===== src/rtl/definitions_pkg.sv =====
// Shared types and window geometry for the strength-window producer.
package definitions_pkg;

    typedef logic [1:0] strength_t;

    localparam strength_t STR_NONE   = 2'b00;
    localparam strength_t STR_STRONG = 2'b01;
    localparam strength_t STR_WEAK   = 2'b10;

    typedef enum logic [1:0] {FILL, STREAM, FLUSH} win_state_t;

    localparam int unsigned WIN_DIM  = 3;
    localparam int unsigned WIN_BITS = 18;

endpackage


===== src/rtl/strength_line_buffer.sv =====
// One image line of 2-bit classifications; combinational read of the old
// entry at addr, with the new value written at the same address on the edge.
module strength_line_buffer #(
    parameter int unsigned DEPTH = 640,
    localparam int unsigned AW   = $clog2(DEPTH)
) (
    input  logic          clk,
    input  logic [AW-1:0] addr,
    input  logic          wr_en,
    input  logic [1:0]    wr_data,
    output logic [1:0]    rd_data
);

    logic [1:0] mem [DEPTH];

    // Read-before-write: rd_data shows the entry from one line earlier.
    assign rd_data = mem[addr];

    // Storage update; contents need no reset, border masking hides them.
    always_ff @(posedge clk) begin
        if (wr_en) begin
            mem[addr] <= wr_data;
        end
    end

endmodule


===== src/rtl/strength_window_gen.sv =====
// Raster stream of edge classifications in, one zero-padded 3x3 window per
// pixel out, packed as entry (row*3+col) at bits [i*2+:2].
module strength_window_gen
    import definitions_pkg::*;
#(
    parameter int unsigned IMG_WIDTH  = 640,
    parameter int unsigned IMG_HEIGHT = 480
) (
    input  logic                clk,
    input  logic                rst_n,
    input  logic [1:0]          strength_in,
    input  logic                strength_in_valid,
    output logic                strength_in_ready,
    output logic [WIN_BITS-1:0] strength_value,
    output logic                strength_valid
);

    localparam int unsigned CW = $clog2(IMG_WIDTH);
    localparam int unsigned RW = $clog2(IMG_HEIGHT);
    localparam logic [CW-1:0] LAST_COL = CW'(IMG_WIDTH - 1);
    localparam logic [RW-1:0] LAST_ROW = RW'(IMG_HEIGHT - 1);

    win_state_t          state_q, state_d;
    logic                ready_q, ready_d;
    logic [CW-1:0]       in_col_q, in_col_d, ctr_col_q, ctr_col_d;
    logic [RW-1:0]       in_row_q, in_row_d, ctr_row_q, ctr_row_d;
    logic [WIN_BITS-1:0] win_q, win_d, masked;
    logic [WIN_BITS-1:0] value_q, value_d;
    logic                valid_q, valid_d;

    logic      accept, shift, emit;
    strength_t new_px, mid_px, top_px;
    strength_t col_px [WIN_DIM];

    assign accept = strength_in_valid && ready_q;
    assign shift  = accept || (state_q == FLUSH);
    assign emit   = (accept && (state_q == STREAM)) || (state_q == FLUSH);
    // Flush feeds zeros; they only ever land in masked bottom-row slots.
    assign new_px = (state_q == FLUSH) ? STR_NONE : strength_in;

    // Chained line buffers: mid_px is one line back, top_px two lines back.
    strength_line_buffer #(.DEPTH(IMG_WIDTH)) u_lb_mid (
        .clk     (clk),
        .addr    (in_col_q),
        .wr_en   (shift),
        .wr_data (new_px),
        .rd_data (mid_px)
    );

    strength_line_buffer #(.DEPTH(IMG_WIDTH)) u_lb_top (
        .clk     (clk),
        .addr    (in_col_q),
        .wr_en   (shift),
        .wr_data (mid_px),
        .rd_data (top_px)
    );

    // Shift the window left one column and insert the new column on the right.
    always_comb begin
        col_px[0] = top_px;
        col_px[1] = mid_px;
        col_px[2] = new_px;
        win_d     = win_q;
        if (shift) begin
            for (int r = 0; r < WIN_DIM; r++) begin
                win_d[(r*3)*2 +: 2]   = win_q[(r*3+1)*2 +: 2];
                win_d[(r*3+1)*2 +: 2] = win_q[(r*3+2)*2 +: 2];
                win_d[(r*3+2)*2 +: 2] = col_px[r];
            end
        end
    end

    // Zero rows/columns outside the image, keyed only on the centre position.
    always_comb begin
        masked = win_d;
        for (int i = 0; i < WIN_DIM; i++) begin
            if (ctr_row_q == '0)      masked[i*2 +: 2]           = STR_NONE;
            if (ctr_row_q == LAST_ROW) masked[(6+i)*2 +: 2]      = STR_NONE;
            if (ctr_col_q == '0)      masked[(i*3)*2 +: 2]       = STR_NONE;
            if (ctr_col_q == LAST_COL) masked[(i*3+2)*2 +: 2]    = STR_NONE;
        end
    end

    // Next-state, counter and output-register logic.
    always_comb begin
        state_d   = state_q;
        in_col_d  = in_col_q;
        in_row_d  = in_row_q;
        ctr_col_d = ctr_col_q;
        ctr_row_d = ctr_row_q;
        value_d   = emit ? masked : value_q;
        valid_d   = emit;

        if (shift) begin
            if (in_col_q == LAST_COL) begin
                in_col_d = '0;
                in_row_d = (in_row_q == LAST_ROW) ? '0 : in_row_q + 1'b1;
            end else begin
                in_col_d = in_col_q + 1'b1;
            end
        end
        if (emit) begin
            if (ctr_col_q == LAST_COL) begin
                ctr_col_d = '0;
                ctr_row_d = (ctr_row_q == LAST_ROW) ? '0 : ctr_row_q + 1'b1;
            end else begin
                ctr_col_d = ctr_col_q + 1'b1;
            end
        end

        unique case (state_q)
            FILL: begin
                if (accept && in_row_q == RW'(1) && in_col_q == '0) state_d = STREAM;
            end
            STREAM: begin
                if (accept && in_row_q == LAST_ROW && in_col_q == LAST_COL) state_d = FLUSH;
            end
            FLUSH: begin
                if (ctr_row_q == LAST_ROW && ctr_col_q == LAST_COL) begin
                    state_d   = FILL;
                    in_col_d  = '0;
                    in_row_d  = '0;
                    ctr_col_d = '0;
                    ctr_row_d = '0;
                end
            end
            default: state_d = FILL;
        endcase

        // Registered so ready stays low throughout reset.
        ready_d = (state_d != FLUSH);
    end

    // State registers.
    always_ff @(posedge clk or negedge rst_n) begin
        if (!rst_n) begin
            state_q   <= FILL;
            ready_q   <= 1'b0;
            in_col_q  <= '0;
            in_row_q  <= '0;
            ctr_col_q <= '0;
            ctr_row_q <= '0;
            win_q     <= '0;
            value_q   <= '0;
            valid_q   <= 1'b0;
        end else begin
            state_q   <= state_d;
            ready_q   <= ready_d;
            in_col_q  <= in_col_d;
            in_row_q  <= in_row_d;
            ctr_col_q <= ctr_col_d;
            ctr_row_q <= ctr_row_d;
            win_q     <= win_d;
            value_q   <= value_d;
            valid_q   <= valid_d;
        end
    end

    assign strength_in_ready = ready_q;
    assign strength_value    = value_q;
    assign strength_valid    = valid_q;

endmodule

===== config.mk =====
export PLATFORM = sky130hd
export DESIGN_NAME = strength_window_gen
export DESIGN_NICKNAME = d
export VERILOG_FILES = /design/src/rtl/definitions_pkg.sv /design/src/rtl/strength_line_buffer.sv /design/src/rtl/strength_window_gen.sv
export SDC_FILE = /design/constraint.sdc
export NUM_CORES = 2
export LEC_CHECK = 0
export ABC_AREA = 1
export CORE_MARGIN = 2
export CORE_UTILIZATION = 40
export CTS_CLUSTER_SIZE = 24
export DETAILED_ROUTE_END_ITERATION = 8
export PLACE_DENSITY = 0.57
export SYNTH_ARGS = -nofsm -noshare
export SYNTH_HDL_FRONTEND = slang
export SYNTH_SLANG_ARGS = --single-unit

===== constraint.sdc =====
create_clock -name clk -period 29.8 [get_ports clk]
set_clock_uncertainty 0.2 [all_clocks]
set_input_delay 5.96 -clock clk [delete_from_list [all_inputs] [get_ports clk]]
set_output_delay 5.96 -clock clk [all_outputs]
set_load 0.05 [all_outputs]

Word-level counts from Yosys, hierarchy flattened
Memories as Yosys holds them, arrays and structs flattened. Cells that the tools add are included.

Register bits after elaboration: 78. Output and inout port bits: 20. RAM bits: 2560. Memories: 2.

Memory list: u_lb_mid.mem (depth 640, bits a word 2, read ports 1, clocked after Yosys merged registers in 0, write ports 1, line strength_line_buffer.sv:14) `logic [1:0] mem [DEPTH];`; u_lb_top.mem (depth 640, bits a word 2, read ports 1, clocked after Yosys merged registers in 0, write ports 1, line strength_line_buffer.sv:14).

Multiplexer cells: 38. Reduce and logical (&&, ||, !) cells: 13. Add/sub/neg operators: 4. Equality and inequality tests: 8.

Operators with widths (count): $mux 9 (10); $mux 10 (8); $mux 2 (16); $add 10x1->10 const B (2); $eq 10x10->1 const B (2); $logic_not 10->1 (2); $add 9x1->9 const B (2); $eq 9x9->1 const B (2); $mux 18 (1); $eq 9x1->1 const B (1); $logic_not 9->1 (1); $logic_and 1x1->1 (7); $pmux 2 s3 (1); $eq 2x1->1 const B (1); $eq 2x2->1 const B (1); $logic_not 2->1 (1); $logic_or 1x1->1 (2); $mux 1 (2); $ne 2x2->1 const B (1).

Logic depth before layout (Yosys ltp)
Depth in word-level cells: 6. Gate-level depth with buffers: 20. Gate-level depth less buffers: 17.

Hierarchy
A second synthesis with hierarchy kept.

Cell total of the unflattened synthesis: 11013. Area, all modules: 112444.1 um2.

By module, submodules not included: strength_line_buffer (area each 54195.7 um2, cells an instance 5241, sequential area each 38436.9 um2, times used 2); strength_window_gen (area each 4052.6 um2, cells an instance 531, sequential area each 1926.8 um2, times used 1).

Worst setup path after synthesis
Ideal clock, no wire load.

Kind: in2reg. From: input strength_in[0]. To: memory u_lb_mid.mem[0][0] (data pin). Required time: 26.416 ns. Path slack: 5.839 ns. Setup time: 3.184 ns. Arrival: 20.576 ns. Stages on the path: 2. Path buffers: 0. Cell sequence: inv_1 nor2_1.

Longest elaborated chain between the ends: 1.

RTL lines: start: declaration (line strength_window_gen.sv:11) `input logic [1:0] strength_in,`; $mux 2 (line strength_window_gen.sv:39) `assign new_px = (state_q == FLUSH) ? STR_NONE : strength_in;`; net new_px[0] (line strength_window_gen.sv:32) `strength_t new_px, mid_px, top_px;`; end: declaration (line strength_line_buffer.sv:14).

The timed path passes the listed nets, and every way through them passes these cells.

Final worst setup path
From: input strength_in[0]. To: memory u_lb_mid.mem[301][0] (data pin).

Same word-level chain as after synthesis.

==> results.py <==
metrics = {
    "run_status": {
        "outcome": "complete, no violations",
    },
    "yosys": {
        "synth_top_area_frac": 0.697,
        "yosys-top-cells-count": "nor2_1 (2760), edfxtp_1 (2560), nand2_1 (2334), o21ai_0 (1070), inv_1 (312)",
        "yosys_warnings": 0,
        "synth_edf_count": 2560,
        "async_reset_ff_frac": 0.0296,
        "syn_area_per_cell_sq_um": 10.7,
        "synth_ff_type": "edfxtp_1",
        "yosys.area.top_type": "edfxtp_1",
        "yosysMostFrequentCell": "nor2_1",
        "syn_inst": 10300,
        "yosysSeqAreaShare": 0.715,
        "synth_fp_nets": 10300,
        "synthTopCellsByArea": "edfxtp_1 (70%), nor2_1 (9.4%), nand2_1 (7.9%)",
        "yosysUniqueCellTypes": 37,
        "ys_ff_latch": 2638,
        "syn_area_sq_um": 110000,
    },
    "sta": {
        "setup_slack_ps": 20330,
        "rsz0062_at_grt": "false",
        "finalHoldViolations": 0,
        "slew_violations": 0,
        "maxSlewHeadroom": 0.109,
        "fin_crit_ps": 9470,
        "fin_crit_sh": 0.318,
        "setup_tns_ps": 0,
        "max_freq_mhz": 106,
        "setup_violations": 0,
        "max_slew.worst_pin.slew_ps": 1330,
    },
    "global_routing": {
        "grt_pass1_vias": 73500,
        "antenna_found_initial": 16,
        "grt_use_total": 0.226,
        "gr-total-overflow": 0,
        "grt_max_degree": 194,
        "grt_pass1_wl_microns": 472000,
    },
    "clock_tree": {
        "path_clk_slew_ps": 60,
        "ctsRootBufferMaster": "clkbuf_16",
        "cts_buffer_depth": 4,
        "cts_hold_buf": 0,
        "clock_latency_ps": 870,
        "h-tree-depth": 5,
        "cts_tree": "done",
        "cts_buffers": 283,
        "ctsResizeCount": 0,
        "cts_setup_buffers": 0,
        "clkSinkCount": 2638,
    },
    "run": {
        "cap_viol_max_count": 0,
    },
    "cells_and_area": {
        "drive_gt1_frac": 0.0567,
        "final_area_sq_um": 122000,
        "nets": 10100,
        "fill_cells": 25400,
        "multi_input_area_sq_um": 27500,
        "syn_to_final_growth_pct": 10.9,
        "seq_area_sq_um": 78800,
    },
    "worst_setup_path": {
        "reg2reg_to": "u_lb_top.mem[162][0]$_DFFE_PP_",
        "crit_start": "strength_in[0]",
        "required_ps": 30130,
        "rrSetupSlack_ps": 20930,
        "worstSetupStartpointType": "input pin",
        "crit_arrival_ps": 9810,
        "reg2reg_depth": 19,
        "path_max_fanout": 72,
        "worstSetupEndpoint": "u_lb_mid.mem[301][0]$_DFFE_PP_",
        "critPathKind": "in2reg",
        "crit_path_end_kind": "register",
        "r2r-start": "in_col_q[0]$_DFF_PN0_",
    },
    "die": {
        "core_area_sq_um": 274000,
        "dieHeight_microns": 529,
        "io_pins": 25,
        "initial_utilization": 0.403,
        "placementRows": 192,
        "die_x_microns": 529,
        "die_area_sq_um": 280000,
    },
    "place": {
        "hpwl_microns": 188000,
        "place.gp.congestion": 0.859,
        "place_worst_setup_slack_ps": 19360,
        "portBuffers": 24,
        "placed_area_sq_um": 113000,
    },
    "route": {
        "vias": 74400,
        "ant_nets": 0,
        "routed_wl_microns": 323000,
        "vias_per_cell": 5.37,
        "wire_per_inst_microns": 23.4,
        "drcViolationCount": 0,
        "drt_iter0_drc": 8225,
        "firstDrtPassIters": 6,
    },
    "power_and_ir_drop": {
        "leakage_uw": 0.0429,
        "p_per_area_nw_per_um2": 60.7,
        "vdd_drop_max_mv": 0.0477,
    },
    "min_path": {
        "hold_class": "reg2reg",
    },
}
[worst min-delay path by stage]
| stage | from | cells after the start | to |
|---|---|---|---|
| after floorplan | state_q[0]$_DFF_PN0_ | 1 | state_q[0]$_DFF_PN0_ |
| after detailed placement | state_q[0]$_DFF_PN0_ | 1 | state_q[0]$_DFF_PN0_ |
| after CTS | state_q[0]$_DFF_PN0_ | 1 | state_q[0]$_DFF_PN0_ |
| after global placement | state_q[0]$_DFF_PN0_ | 1 | state_q[0]$_DFF_PN0_ |
| final | state_q[0]$_DFF_PN0_ | 1 | state_q[0]$_DFF_PN0_ |
| after global routing | ctr_col_q[4]$_DFF_PN0_ | 1 | ctr_col_q[4]$_DFF_PN0_ |
[critical path: stages]
cell and delay [ps]:
clkdlybuf4s50_1 460, inv_1 70, nor2_4 110, buf_4 760, buf_4 830, buf_4 810, buf_4 700
[sequential cells by signal, indices dropped and copies added, names as in the netlist, 2 cells and up]
signal          flops
ctr_row_q           9
state_q             2
in_row_q            9
ctr_col_q          10
u_lb_top.mem     1280
u_lb_mid.mem     1280
in_col_q           10
strength_value     18
win_q              18
[cell usage in the layout (no fill, tap or decap), types with 7 or more instances in the layout]
cell                n
o22ai_1            37
nand2_1          2282
edfxtp_1         2560
o211ai_1            7
clkdlybuf4s50_1    23
buf_12             19
dfrtp_1            76
clkbuf_1           65
nand3_1           118
buf_4             111
inv_6               8
nor2_1           2750
o21ai_1           231
clkbuf_16         291
o21ai_0          1070
xor2_1             10
nand4_1             8
nand2_2            50
a21oi_1            24
clkinv_1           45
clkinv_2           39
ha_1               10
inv_1             311
bufinv_16          22
nor2_4              9
nor3_1             14
[per-stage QoR]
stage	power (uW)	cells	hold slack [ps]	util
after CTS	7460	13800	269	0.446
after global routing	7600	13800	303	0.446
after detailed placement	4090	13400	261	0.414
final	7420	13800	268	0.446
after global placement	4090	13400	246	0.414
after floorplan	4080	10300	231	-
[final cells by class]
class                           count  share of cell area
Tap cell                         3589              0.0367
Timing Repair Buffer              153              0.0118
Clock buffer                      358              0.0618
Antenna cell                        1           0.0000205
Sequential cell                  2638               0.645
Multi-Input combinational cell   6662               0.225
Clock inverter                    127              0.0103
Inverter                          317             0.00986
[cells by family (layout without fill, tap and decap cells)]
| family | after synthesis | in the layout | share of synthesized area |
|---|---|---|---|
| buffers and inverters | 956 | 955 | 0.0379 |
| adder cells (fa/ha/maj) | 10 | 10 | 0.00113 |
| XOR/XNOR | 11 | 11 | 0.000874 |
| AND/OR/NAND/NOR | 5251 | 5251 | 0.181 |
| AO/OA/AOI/OAI | 1390 | 1390 | 0.0642 |
| other | 0 | 1 | 0 |
| flip-flops | 2638 | 2638 | 0.715 |
[report_power, final]
part           switching [uW]  internal (uW)
Combinational            2.27          0.440
Clock                    1430           1980
Sequential                  0           4010
[per-layer routing]
metal	share of wire	GRT usage	wire (microns)	vias up
met5	0.00017	0	54	-
li1	-	-	-	34000
met4	0.038	0.0795	12100	8
met3	0.079	0.0379	25400	528
met1	0.42	0.305	135000	36800
met2	0.47	0.369	151000	2979
Note: power is estimated with default switching activity, not from simulation.
